## src/rtl/img_pkg.sv

```systemverilog
// Constants, types and compare helpers shared by the median filter and the image chip.
package img_pkg;
    localparam int BIT_LENGTH = 5;
    localparam int IMG_DIM    = 20;
    localparam int CNT_W      = 5;

    typedef logic [BIT_LENGTH-1:0] pix_t;
    typedef logic [CNT_W-1:0]      cnt_t;

    localparam cnt_t LAST_CNT = cnt_t'(IMG_DIM - 1);

    typedef enum logic [1:0] {
        IDLE  = 2'd0,
        FILL  = 2'd1,
        RUN   = 2'd2,
        DRAIN = 2'd3
    } state_t;

    typedef struct packed {
        pix_t top;
        pix_t mid;
        pix_t bot;
    } column_t;

    typedef struct packed {
        pix_t lo;
        pix_t mid;
        pix_t hi;
    } trio_t;

    function automatic pix_t min2(input pix_t a, input pix_t b);
        return (a < b) ? a : b;
    endfunction

    function automatic pix_t max2(input pix_t a, input pix_t b);
        return (a > b) ? a : b;
    endfunction

    function automatic pix_t min3(input pix_t a, input pix_t b, input pix_t c);
        return min2(min2(a, b), c);
    endfunction

    function automatic pix_t max3(input pix_t a, input pix_t b, input pix_t c);
        return max2(max2(a, b), c);
    endfunction

    // Median of three: the larger of the pair minimum and whatever c leaves of the pair maximum.
    function automatic pix_t med3(input pix_t a, input pix_t b, input pix_t c);
        return max2(min2(a, b), min2(max2(a, b), c));
    endfunction
endpackage

```

## src/rtl/sort3.sv

```systemverilog
// Combinational three-input sorter; one instance per window column in the first sorter stage.
module sort3
    import img_pkg::*;
(
    input  logic [BIT_LENGTH-1:0] a,
    input  logic [BIT_LENGTH-1:0] b,
    input  logic [BIT_LENGTH-1:0] c,
    output logic [BIT_LENGTH-1:0] lo,
    output logic [BIT_LENGTH-1:0] mid,
    output logic [BIT_LENGTH-1:0] hi
);
    assign lo  = min3(a, b, c);
    assign mid = med3(a, b, c);
    assign hi  = max3(a, b, c);
endmodule

```

## src/rtl/median_window_filter.sv

```systemverilog
// 3x3 median engine: sliding 3-column window feeding a 3-stage sorter, with a single global stall.
module median_window_filter
    import img_pkg::*;
(
    input  logic                  clk,
    input  logic                  reset,
    input  logic                  start,
    input  logic                  in_valid,
    output logic                  in_ready,
    input  logic [BIT_LENGTH-1:0] in0,
    input  logic [BIT_LENGTH-1:0] in1,
    input  logic [BIT_LENGTH-1:0] in2,
    output logic                  out_valid,
    input  logic                  out_ready,
    output logic [BIT_LENGTH-1:0] med_out,
    output logic                  out_last,
    output logic                  busy
);
    state_t          state;
    cnt_t            col_cnt;
    column_t [2:0]   win;        // win[0] is the newest column
    logic            win_valid, win_last;
    trio_t   [2:0]   srt;
    trio_t   [2:0]   s1_col;
    logic            s1_valid, s1_last;
    pix_t            s2_a, s2_b, s2_c;
    logic            s2_valid, s2_last;
    pix_t            s3_med;
    logic            s3_valid, s3_last;
    logic            en, accept;

    // Whole datapath advances together; a held output freezes every stage behind it.
    assign en       = !s3_valid || out_ready;
    assign in_ready = en && (state == FILL || state == RUN);
    assign accept   = in_valid && in_ready;

    for (genvar g = 0; g < 3; g++) begin : g_col_sort
        sort3 u_sort3 (
            .a   (win[g].top),
            .b   (win[g].mid),
            .c   (win[g].bot),
            .lo  (srt[g].lo),
            .mid (srt[g].mid),
            .hi  (srt[g].hi)
        );
    end

    // NOTE: state is written with <= only, so every reader sees the pre-edge value regardless of block order.
    always_ff @(posedge clk or negedge reset) begin
        if (!reset) begin
            state     <= IDLE;
            col_cnt   <= '0;
            // NOTE: the window is a handful of flops, not a RAM, so it is cleared so no stale pixels survive a reset.
            win       <= '0;
            win_valid <= 1'b0;
            win_last  <= 1'b0;
        end else begin
            case (state)
                IDLE: if (start) begin
                    state   <= FILL;
                    col_cnt <= '0;
                end
                FILL:  if (accept && col_cnt == cnt_t'(1)) state <= RUN;
                RUN:   if (accept && col_cnt == LAST_CNT)  state <= DRAIN;
                DRAIN: if (!(win_valid || s1_valid || s2_valid || s3_valid)) state <= IDLE;
                default: state <= IDLE;
            endcase

            if (accept) begin
                col_cnt <= col_cnt + 1'b1;
                win[2]  <= win[1];
                win[1]  <= win[0];
                win[0]  <= '{top: in0, mid: in1, bot: in2};
            end

            if (en) begin
                win_valid <= accept && (state == RUN);
                win_last  <= accept && (state == RUN) && (col_cnt == LAST_CNT);
            end
        end
    end

    always_ff @(posedge clk or negedge reset) begin
        if (!reset) begin
            s1_col   <= '0;
            s1_valid <= 1'b0;
            s1_last  <= 1'b0;
            s2_a     <= '0;
            s2_b     <= '0;
            s2_c     <= '0;
            s2_valid <= 1'b0;
            s2_last  <= 1'b0;
            s3_med   <= '0;
            s3_valid <= 1'b0;
            s3_last  <= 1'b0;
        end else if (en) begin
            s1_col   <= srt;
            s1_valid <= win_valid;
            s1_last  <= win_last;

            // Largest low, median middle, smallest high: the window median is the median of these three.
            s2_a     <= max3(s1_col[0].lo,  s1_col[1].lo,  s1_col[2].lo);
            s2_b     <= med3(s1_col[0].mid, s1_col[1].mid, s1_col[2].mid);
            s2_c     <= min3(s1_col[0].hi,  s1_col[1].hi,  s1_col[2].hi);
            s2_valid <= s1_valid;
            s2_last  <= s1_last;

            s3_med   <= med3(s2_a, s2_b, s2_c);
            s3_valid <= s2_valid;
            s3_last  <= s2_last;
        end
    end

    assign out_valid = s3_valid;
    assign med_out   = s3_med;
    assign out_last  = s3_last;
    assign busy      = (state != IDLE);
endmodule

```

## config.mk

```make
export PLATFORM = sky130hd
export DESIGN_NAME = median_window_filter
export DESIGN_NICKNAME = d
export VERILOG_FILES = /design/src/rtl/img_pkg.sv /design/src/rtl/sort3.sv /design/src/rtl/median_window_filter.sv
export SDC_FILE = /design/constraint.sdc
export NUM_CORES = 1
export LEC_CHECK = 0
export CORE_MARGIN = 5
export CORE_UTILIZATION = 60
export CTS_BUF_LIST = sky130_fd_sc_hd__clkbuf_2
export CTS_CLUSTER_SIZE = 8
export DETAILED_ROUTE_END_ITERATION = 10
export PLACE_DENSITY = 0.84
export SYNTH_ARGS = -nofsm -noshare
export SYNTH_HDL_FRONTEND = slang
export SYNTH_SLANG_ARGS = --single-unit
```

## constraint.sdc

```tcl
create_clock -name clk -period 9 [get_ports clk]
set_input_delay 0.9 -clock clk [delete_from_list [all_inputs] [get_ports clk]]
set_output_delay 0.9 -clock clk [all_outputs]
set_load 0.005 [all_outputs]
```

# Word level (Yosys, flattened, before mapping)
# Index checks and enable logic that the tools add are counted.
[word_totals] reg_bits=125 latchBits=0 mem_bits_rw=0 romBits=0 inputBits=20 output_inout_bits=9 n_memories=0
[op_classes] add_sub_neg=1 n_mul=0 div_mod_pow=0 magnitude_cmp=30 eq_ne=9 shift=0 mux=38 bitwise=0 reduce_logical=18
[op_table] cell="$mux W5" count=33
[op_table] cell="$gt A5 B5 Y1" count=15
[op_table] cell="$lt A5 B5 Y1" count=15
[op_table] cell="$mux W2" count=4
[op_table] cell="$pmux W2 S4" count=1
[op_table] cell="$logic_and A1 B1 Y1" count=6
[op_table] cell="$ne A2 B2 Y1 const B" count=3
[op_table] cell="$reduce_bool A2 Y1" count=3
[op_table] cell="$add A5 B1 Y5 const B" count=1
[op_table] cell="$eq A5 B1 Y1 const B" count=1
[op_table] cell="$eq A5 B5 Y1 const B" count=1
[op_table] cell="$logic_or A1 B1 Y1" count=5
[op_table] cell="$eq A2 B2 Y1 const B" count=2
[op_table] cell="$reduce_and A4 Y1" count=1
[op_table] cell="$eq A2 B1 Y1 const B" count=1
[op_table] cell="$logic_not A2 Y1" count=1
[op_table] cell="$ne A2 B1 Y1 const B" count=1
[op_table] cell="$reduce_and A2 Y1" count=1
[op_table] cell="$logic_not A1 Y1" count=1

# Logic depth before layout (Yosys ltp)
# Gate-level depths: netlist (run 1).
[logic_depth] ltp_word=7 depth_mapped=22

# Modules after synthesis
# Synthesis (run 1) repeated with hierarchy kept, for this count alone.
[hier_totals] cells_unflattened=1073 hier_area_um2=9344.0
[modules_own_cells] mod="median_window_filter" n_inst=1 cells_per_inst=751 area_each_um2=6749.0 seq_area_each_um2=3128.0
[modules_own_cells] mod="sort3 at g_col_sort[0].u_sort3 ..." n_inst=2 cells_per_inst=107 area_each_um2=869.6 seq_area_each_um2=0.0
[modules_own_cells] mod="sort3 at g_col_sort[2].u_sort3" n_inst=1 cells_per_inst=108 area_each_um2=855.8 seq_area_each_um2=0.0

# Worst setup path after synthesis (run 1)
# Ideal clock, no wire load.
[synth_path] path_kind="register -> register" startpoint="reg s2_a[2]" endpoint="reg s3_med[1] (netlist: med_out[1])" setup_time_ns=0.077 t_arrival_ns=4.730 required_time_ns=8.923 setup_slack_ns=4.193 path_stages_with_launch=21 n_path_buf=1 path_cell_list="dfrtp_1 > ha_1 > a211oi_1 > o221ai_1 > buf_2 > nand2_1 > mux2_2 > ha_1 > a21o_1 > a21o_1 > a21oi_1 > o31a_1 > mux2i_1 > ha_1 > nor2b_1 > o21a_1 > o21a_1 > o21a_1 > o22ai_1 > mux2_2 > a21oi_1"
[synth_via] elab_chain_len=6 word_cells_on_any_way=8
[synth_rtl] element="from (decl)" line="median_window_filter.sv:26" source="pix_t s2_a, s2_b, s2_c;"
[synth_rtl] element="from (signal assigned)" line="median_window_filter.sv:102" source="s2_a <= max3(s1_col[0].lo, s1_col[1].lo, s1_col[2].lo);"
[synth_rtl] element="$gt A5 B5 Y1" line="img_pkg.sv:36" source="return (a > b) ? a : b;"
[synth_rtl] element="$mux W5" line="img_pkg.sv:36"
[synth_rtl] element="$lt A5 B5 Y1" line="img_pkg.sv:32" source="return (a < b) ? a : b;"
[synth_rtl] element="$mux W5" line="img_pkg.sv:32"
[synth_rtl] element="$gt A5 B5 Y1" line="img_pkg.sv:36"
[synth_rtl] element="$mux W5 *" line="img_pkg.sv:36"
[synth_rtl] element="to (signal assigned)" line="median_window_filter.sv:108" source="s3_med <= med3(s2_a, s2_b, s2_c);"
[synth_rtl] element="to (decl)" line="median_window_filter.sv:28" source="pix_t s3_med;"
# Every way passes the cells marked *; elsewhere a longest branch is shown, timed or not.
# A chain may end at the register's enable or synchronous reset.

# Worst setup path after layout (run 1)
[layout_path] startpoint="reg s2_b[2]" endpoint="reg s3_med[4] (netlist: med_out[4])"
[layout_via] elab_chain_len=6 word_cells_on_any_way=8
[layout_rtl] element="from (decl)" line="median_window_filter.sv:26"
[layout_rtl] element="from (signal assigned)" line="median_window_filter.sv:103" source="s2_b <= med3(s1_col[0].mid, s1_col[1].mid, s1_col[2].mid);"
[layout_rtl] element="$gt A5 B5 Y1" line="img_pkg.sv:36"
[layout_rtl] element="$mux W5" line="img_pkg.sv:36"
[layout_rtl] element="$lt A5 B5 Y1" line="img_pkg.sv:32"
[layout_rtl] element="$mux W5" line="img_pkg.sv:32"
[layout_rtl] element="$gt A5 B5 Y1" line="img_pkg.sv:36"
[layout_rtl] element="$mux W5 *" line="img_pkg.sv:36"
# Marked as above.

==> results.ini, run 1 <==
[drt]
drt-initial-drc-count=544
final_antenna_net_count=0
wl_per_cell_um=16.5
viasPerCell=5.99
drc=0
first_pass_iters=5
num_vias=7430
drt-total-wl_um=20500

[grt]
grt_max_degree=79
antenna_found_initial=0
gr-total-overflow=0
grt_first_pass_wirelength_um=34800
track_usage=0.241
grt_pass1_vias=7195

[cts]
hold_buffers=0
cts.repair.resized=0
cts_setup_buffers=0
clock_path_buffers=2
clock_sinks=125
cts_max_level=4
clkSlewWorstSetupHoldPaths_ns=0.21
clock_latency_ns=0.72
cts_inserted_buffers=17
cts_tree=done
cts_root_buffer=clkbuf_2

[logic_synthesis]
syn-mean-instance-area_um2=8.80
synth_edf_count=0
synth_top_area_share=0.346
synth_flop_cell=dfrtp_1
synth_area_leaders=dfrtp_1 35%, ha_1 15%, nand2_1 7.0%, mux2_2 5.4%, mux2i_1 5.3%
synthDistinctLibCells=61
syn_nets=1156
netlist_instances=1026
ys_ff_latch=125
synth_largest_area_cell=dfrtp_1
ys_async_sr_fraction=1.00
yosysWarningCount=0
synth.most_common_cell=nand2_1
synth_commonest_cells=169 x nand2_1, 125 x dfrtp_1, 110 x ha_1
syn_area_um2=9030
ys_seq_area_frac=0.346

[sta]
tightest_slew_ns=1.13
period_share=0.646
fmaxAchievable_ghz=0.172
clock_skew_ns=0.0362
slew_headroom=0.228
fin_setup_tns_ns=0
setup_viol=0
maxSlewViolCount=0
min_period_ns=5.82
hold_viol=0
rsz0062_at_grt=no
whs_ns=0.194

[layout]
regArea_um2=3130
drive_gt1_frac=0.0890
multi_input_area_um2=5440
final_net_count=1174
antenna_cells=0
fin_cells=1240
fillers=1235
area_delta_synth_final_pct=7.16

[worst_setup_path]
crit_type=reg -> reg
r2r_slack_ns=3.18
start_kind=flip-flop
path_max_fanout=11
crit_start=s2_b[2]$_DFFE_PN0N_
r2r_end=med_out[4]$_DFFE_PN0N_
r2r-start=s2_b[2]$_DFFE_PN0N_
cp.required_ns=9.62
worstPathArrival_ns=6.44
critical_path.endpoint_type=flip-flop
reg2reg_depth=20
cp-endpoint=med_out[4]$_DFFE_PN0N_

[floorplanning]
die_w_um=133
core_um2=14600
chipHeight_um=133
rows=44
num_io_pins=29
initial_utilization=0.617
dieArea_um2=17600

[hold_path]
hp-class=in -> async

[job]
cap_violations=0

[placed_design]
hpwl_um=15400
gp_congestion=0.890
dp.cells=1209
numPortBuffers=28

[run_status]
outcome=complete, no violations

==> state kept, by name, summed over array words and instances (netlist names) <==
register and cells:
s1_last 1, win_valid 1, med_out 5, win 45, state 2, s2_c 5
out_valid 1, win_last 1, out_last 1, s1_col 45, s1_valid 1, col_cnt 5
s2_b 5, s2_a 5, s2_last 1, s2_valid 1
==> cell usage in the layout, fill, tap and decap left out, types with 34 or more instances in the layout <==
| cell type | Yosys | final |
|---|---|---|
| nand2_1 | 169 | 169 |
| dfrtp_1 | 125 | 125 |
| ha_1 | 110 | 110 |
| inv_1 | 91 | 91 |
| o21ai_0 | 79 | 79 |
| a21oi_1 | 57 | 57 |
| mux2i_1 | 48 | 48 |
| mux2_2 | 43 | 43 |
| nor2_1 | 43 | 43 |
| o21ai_1 | 34 | 34 |
==> cell families (layout without fill, tap and decap cells) <==
logic type	after synthesis	count (layout)	synth area share
and+or+nand+nor	303	303	0.152
xor gates and xnor gates	2	2	0.00194
AOI/OAI and AO/OA	269	269	0.188
muxes	91	91	0.107
adders and majority gates	110	110	0.152
DFF	125	125	0.346
buffers and inverters	126	156	0.0527
==> how the worst min path moves through the flow <==
stage                         from                     to  cells past startpoint
2_1_floorplan  s1_last$_DFFE_PN0N_    s1_last$_DFFE_PN0N_                      2
3_3_place_gp   s2_last$_DFFE_PN0N_    s2_last$_DFFE_PN0N_                      2
3_5_place_dp   s1_last$_DFFE_PN0N_    s1_last$_DFFE_PN0N_                      2
4_1_cts                      reset     win[4]$_DFFE_PN0P_                      1
5_1_grt                      reset  s1_col[5]$_DFFE_PN0N_                      1
6_report                     reset  s1_col[5]$_DFFE_PN0N_                      1
==> layer usage <==
metal  share of wire  global-route usage  wire length (um)  up-vias
met1            0.47               0.331              9540     3533
met3           0.055              0.0509              1140       29
li1                -                   -                 -     3670
met2            0.46               0.386              9470      198
met4           0.015              0.0716               316        0
met5               0                   0                 0        -
==> per-stage QoR <==
stage,util,area [um^2],setup WS [ns]
finish,0.661,9680,3.18
CTS,0.661,9680,3.23
global route,0.661,9680,2.83
global placement,0.646,9460,3.57
detailed placement,0.646,9460,3.28
floorplan,-,9030,4.19
==> area by class of cell <==
| class | count | share of cell area |
|---|---|---|
| Inverter | 91 | 0.0353 |
| Clock buffer | 18 | 0.00931 |
| Multi-Input combinational cell | 775 | 0.562 |
| Sequential cell | 125 | 0.323 |
| Tap cell | 184 | 0.0238 |
| Timing Repair Buffer | 34 | 0.0334 |
| Clock inverter | 13 | 0.0131 |
==> worst max-delay path, cell delays in order (launching register included) <==
cell and delay (ns):
dfrtp_1 0.40, inv_1 0.07, ha_1 0.30, nand4_1 0.13, o221ai_1 0.75, nand2_1 0.33, mux2_2 0.39, ha_1 0.30
a21o_1 0.18, a21o_1 0.16, a21oi_1 0.24, o31a_1 0.32, mux2i_1 0.29, ha_1 0.28, nor2b_1 0.13, o21a_1 0.17
o21a_1 0.17, o21a_1 0.16, o22ai_1 0.43, mux2_2 0.39, a21oi_1 0.17
Power of run 1 is left out: the tool's default activity adds up to more than one toggle a clock period on the data nets, which glitch-free logic cannot reach.
==> inputs of run 2 (changes only) <==
==> constraint.sdc (replaced) <==
create_clock -name clk -period 5.7 [get_ports clk]
set_input_delay 0.57 -clock clk [delete_from_list [all_inputs] [get_ports clk]]
set_output_delay 0.57 -clock clk [all_outputs]
set_load 0.005 [all_outputs]
==> results.ini, run 2 (synthesis gave the netlist of run 1 again) <==
[floorplanning]
core_um2=14600  ; unchanged
die_w_um=133  ; unchanged
rows=44  ; unchanged
dieArea_um2=17600  ; unchanged
chipHeight_um=133  ; unchanged
initial_utilization=0.617  ; unchanged
num_io_pins=29  ; unchanged

[cts]
clock_path_buffers=2  ; unchanged
cts_max_level=4  ; unchanged
cts_tree=done  ; unchanged
hold_buffers=0  ; unchanged
cts_inserted_buffers=17  ; unchanged
cts_setup_buffers=0  ; unchanged
clock_latency_ns=0.71  ; was 0.72 ns
cts.repair.resized=0  ; unchanged
clock_sinks=125  ; unchanged
cts_root_buffer=clkbuf_2  ; unchanged
clkSlewWorstSetupHoldPaths_ns=0.20  ; was 0.21 ns

[layout]
area_delta_synth_final_pct=6.93  ; was 7.16%
layout_common_cells=169 x nand2_1, 125 x dfrtp_1, 110 x ha_1  ; unchanged
fillers=1195  ; was 1235
reg_top3=s1_col x45, win x45  ; unchanged
final_net_count=1176  ; was 1174
multi_input_area_um2=5440  ; unchanged
drive_gt1_frac=0.0898  ; was 0.0890
antenna_cells=0  ; unchanged
regArea_um2=3130  ; unchanged
final_common_cell=nand2_1  ; unchanged

[run_status]
violations=negative hold slack
outcome=finished with violations  ; was complete, no violations

[hold_path]
hp-class=in -> async  ; unchanged

[drt]
drt-initial-drc-count=612  ; was 544
viasPerCell=6.05  ; was 5.99
drt-total-wl_um=21100  ; was 20500 um
num_vias=7519  ; was 7430
wl_per_cell_um=17.0  ; was 16.5 um
final_antenna_net_count=0  ; unchanged
drc=0  ; unchanged
first_pass_iters=6  ; was 5

[worst_setup_path]
slowest_stage=dfrtp_1  ; was o221ai_1
worstPathCellList=inv_1 > ha_1 > a211oi_1 > o221ai_1 > nand2_1 > mux2_2 > ha_1 > a21o_1 > a21o_1 > a21oi_1 > o31a_1 > mux2i_1 > ha_1 > nor2b_1 > o21a_1 > o21a_1 > o21a_1 > o22ai_1 > mux2_2 > a21oi_1  ; was inv_1 > ha_1 > nand4_1 > o221ai_1 > nand2_1 > mux2_2 > ha_1 > a21o_1 > a21o_1 > a21oi_1 > o31a_1 > mux2i_1 > ha_1 > nor2b_1 > o21a_1 > o21a_1 > o21a_1 > o22ai_1 > mux2_2 > a21oi_1
reg2reg_depth=20  ; unchanged
crit_type=reg -> reg  ; unchanged
crit_start=s2_b[2]$_DFFE_PN0N_  ; unchanged
r2r_end=med_out[4]$_DFFE_PN0N_  ; unchanged
crit_path_max_incr_delay_ns=0.41  ; was 0.75 ns
r2r_slack_ns=0.48  ; was 3.18 ns
r2r-start=s2_b[2]$_DFFE_PN0N_  ; unchanged
critical_path.endpoint_type=flip-flop  ; unchanged
worstPathArrival_ns=5.84  ; was 6.44 ns
cp.required_ns=6.32  ; was 9.62 ns
start_kind=flip-flop  ; unchanged
path_max_fanout=6  ; was 11

[sta]
hold_viol=7  ; was 0
fin_setup_tns_ns=0  ; unchanged
fmaxAchievable_ghz=0.192  ; was 0.172 GHz
setup_viol=0  ; unchanged
maxSlewViolCount=0  ; unchanged
rsz0062_at_grt=no  ; unchanged
tightest_slew_ns=1.26  ; was 1.13 ns
min_period_ns=5.22  ; was 5.82 ns
slew_headroom=0.137  ; was 0.228
clock_skew_ns=0.0379  ; was 0.0362 ns
whs_ns=-0.0369  ; was 0.194 ns
period_share=0.916  ; was 0.646

[placed_design]
gp_congestion=0.930  ; was 0.890
numPortBuffers=28  ; unchanged
hpwl_um=15700  ; was 15400 um

[grt]
grt_max_degree=79  ; unchanged
antenna_found_initial=0  ; unchanged
grt_pass1_vias=7276  ; was 7195
gr-total-overflow=0  ; unchanged
grt_first_pass_wirelength_um=35200  ; was 34800 um
track_usage=0.244  ; was 0.241

[job]
cap_violations=0  ; unchanged

[run 2: changes by cell type in the layout (fill, tap and decap cells not counted), sizes merged]
cell | before | now
buf | 7 | 9
clkinv | 7 | 9
clkinvlp | 4 | 0
clkbuf | 18 | 21
bufinv | 2 | 1
[run 2: routing by layer]
layer  GRT usage  routed length, um  part of all wire  up-vias
met4      0.0820                454             0.022        0
met1       0.329               9610              0.46     3579
li1            -                  -                 -     3672
met3      0.0539               1230             0.058       41
met2       0.390               9770              0.46      227
met5           0                  0                 0        -
[run 2: how the worst max path moves through the flow]
stage                             end  cells after the start
6_report       med_out[4]$_DFFE_PN0N_                     20
5_1_grt        med_out[4]$_DFFE_PN0N_                     19
4_1_cts        med_out[4]$_DFFE_PN0N_                     19
3_5_place_dp   med_out[4]$_DFFE_PN0N_                     19
3_3_place_gp   med_out[2]$_DFFE_PN0N_                     19
2_1_floorplan  med_out[1]$_DFFE_PN0N_                     20
[run 2: final cells by class]
cell class	instances	share of cell area
clock buffers	21	0.0109
clock inverters	10	0.00778
inverters	91	0.0354
multi-input cells	775	0.563
flip-flops and latches	125	0.324
well taps	184	0.0238
repair buffers	36	0.0350
[run 2: critical path: cells and delay by family (launching register included)]
kind | cells | cell delay (ns)
compound gates | 11 | 2.36
buf+inv | 1 | 0.08
fa+ha+maj | 3 | 0.88
mux | 3 | 1.07
flops | 1 | 0.41
simple gates | 2 | 0.34
[run 2: per-stage QoR]
stage	setup slack, ns	cells	instance area, um^2	utilization
after floorplan	0.893	1026	9030	-
after global placement	0.726	1211	9470	0.647
after detailed placement	0.528	1211	9470	0.647
after CTS	0.466	1242	9650	0.659
after global routing	0.0618	1242	9650	0.659
final	0.481	1242	9650	0.659
Power of run 2 is left out for the same reason.
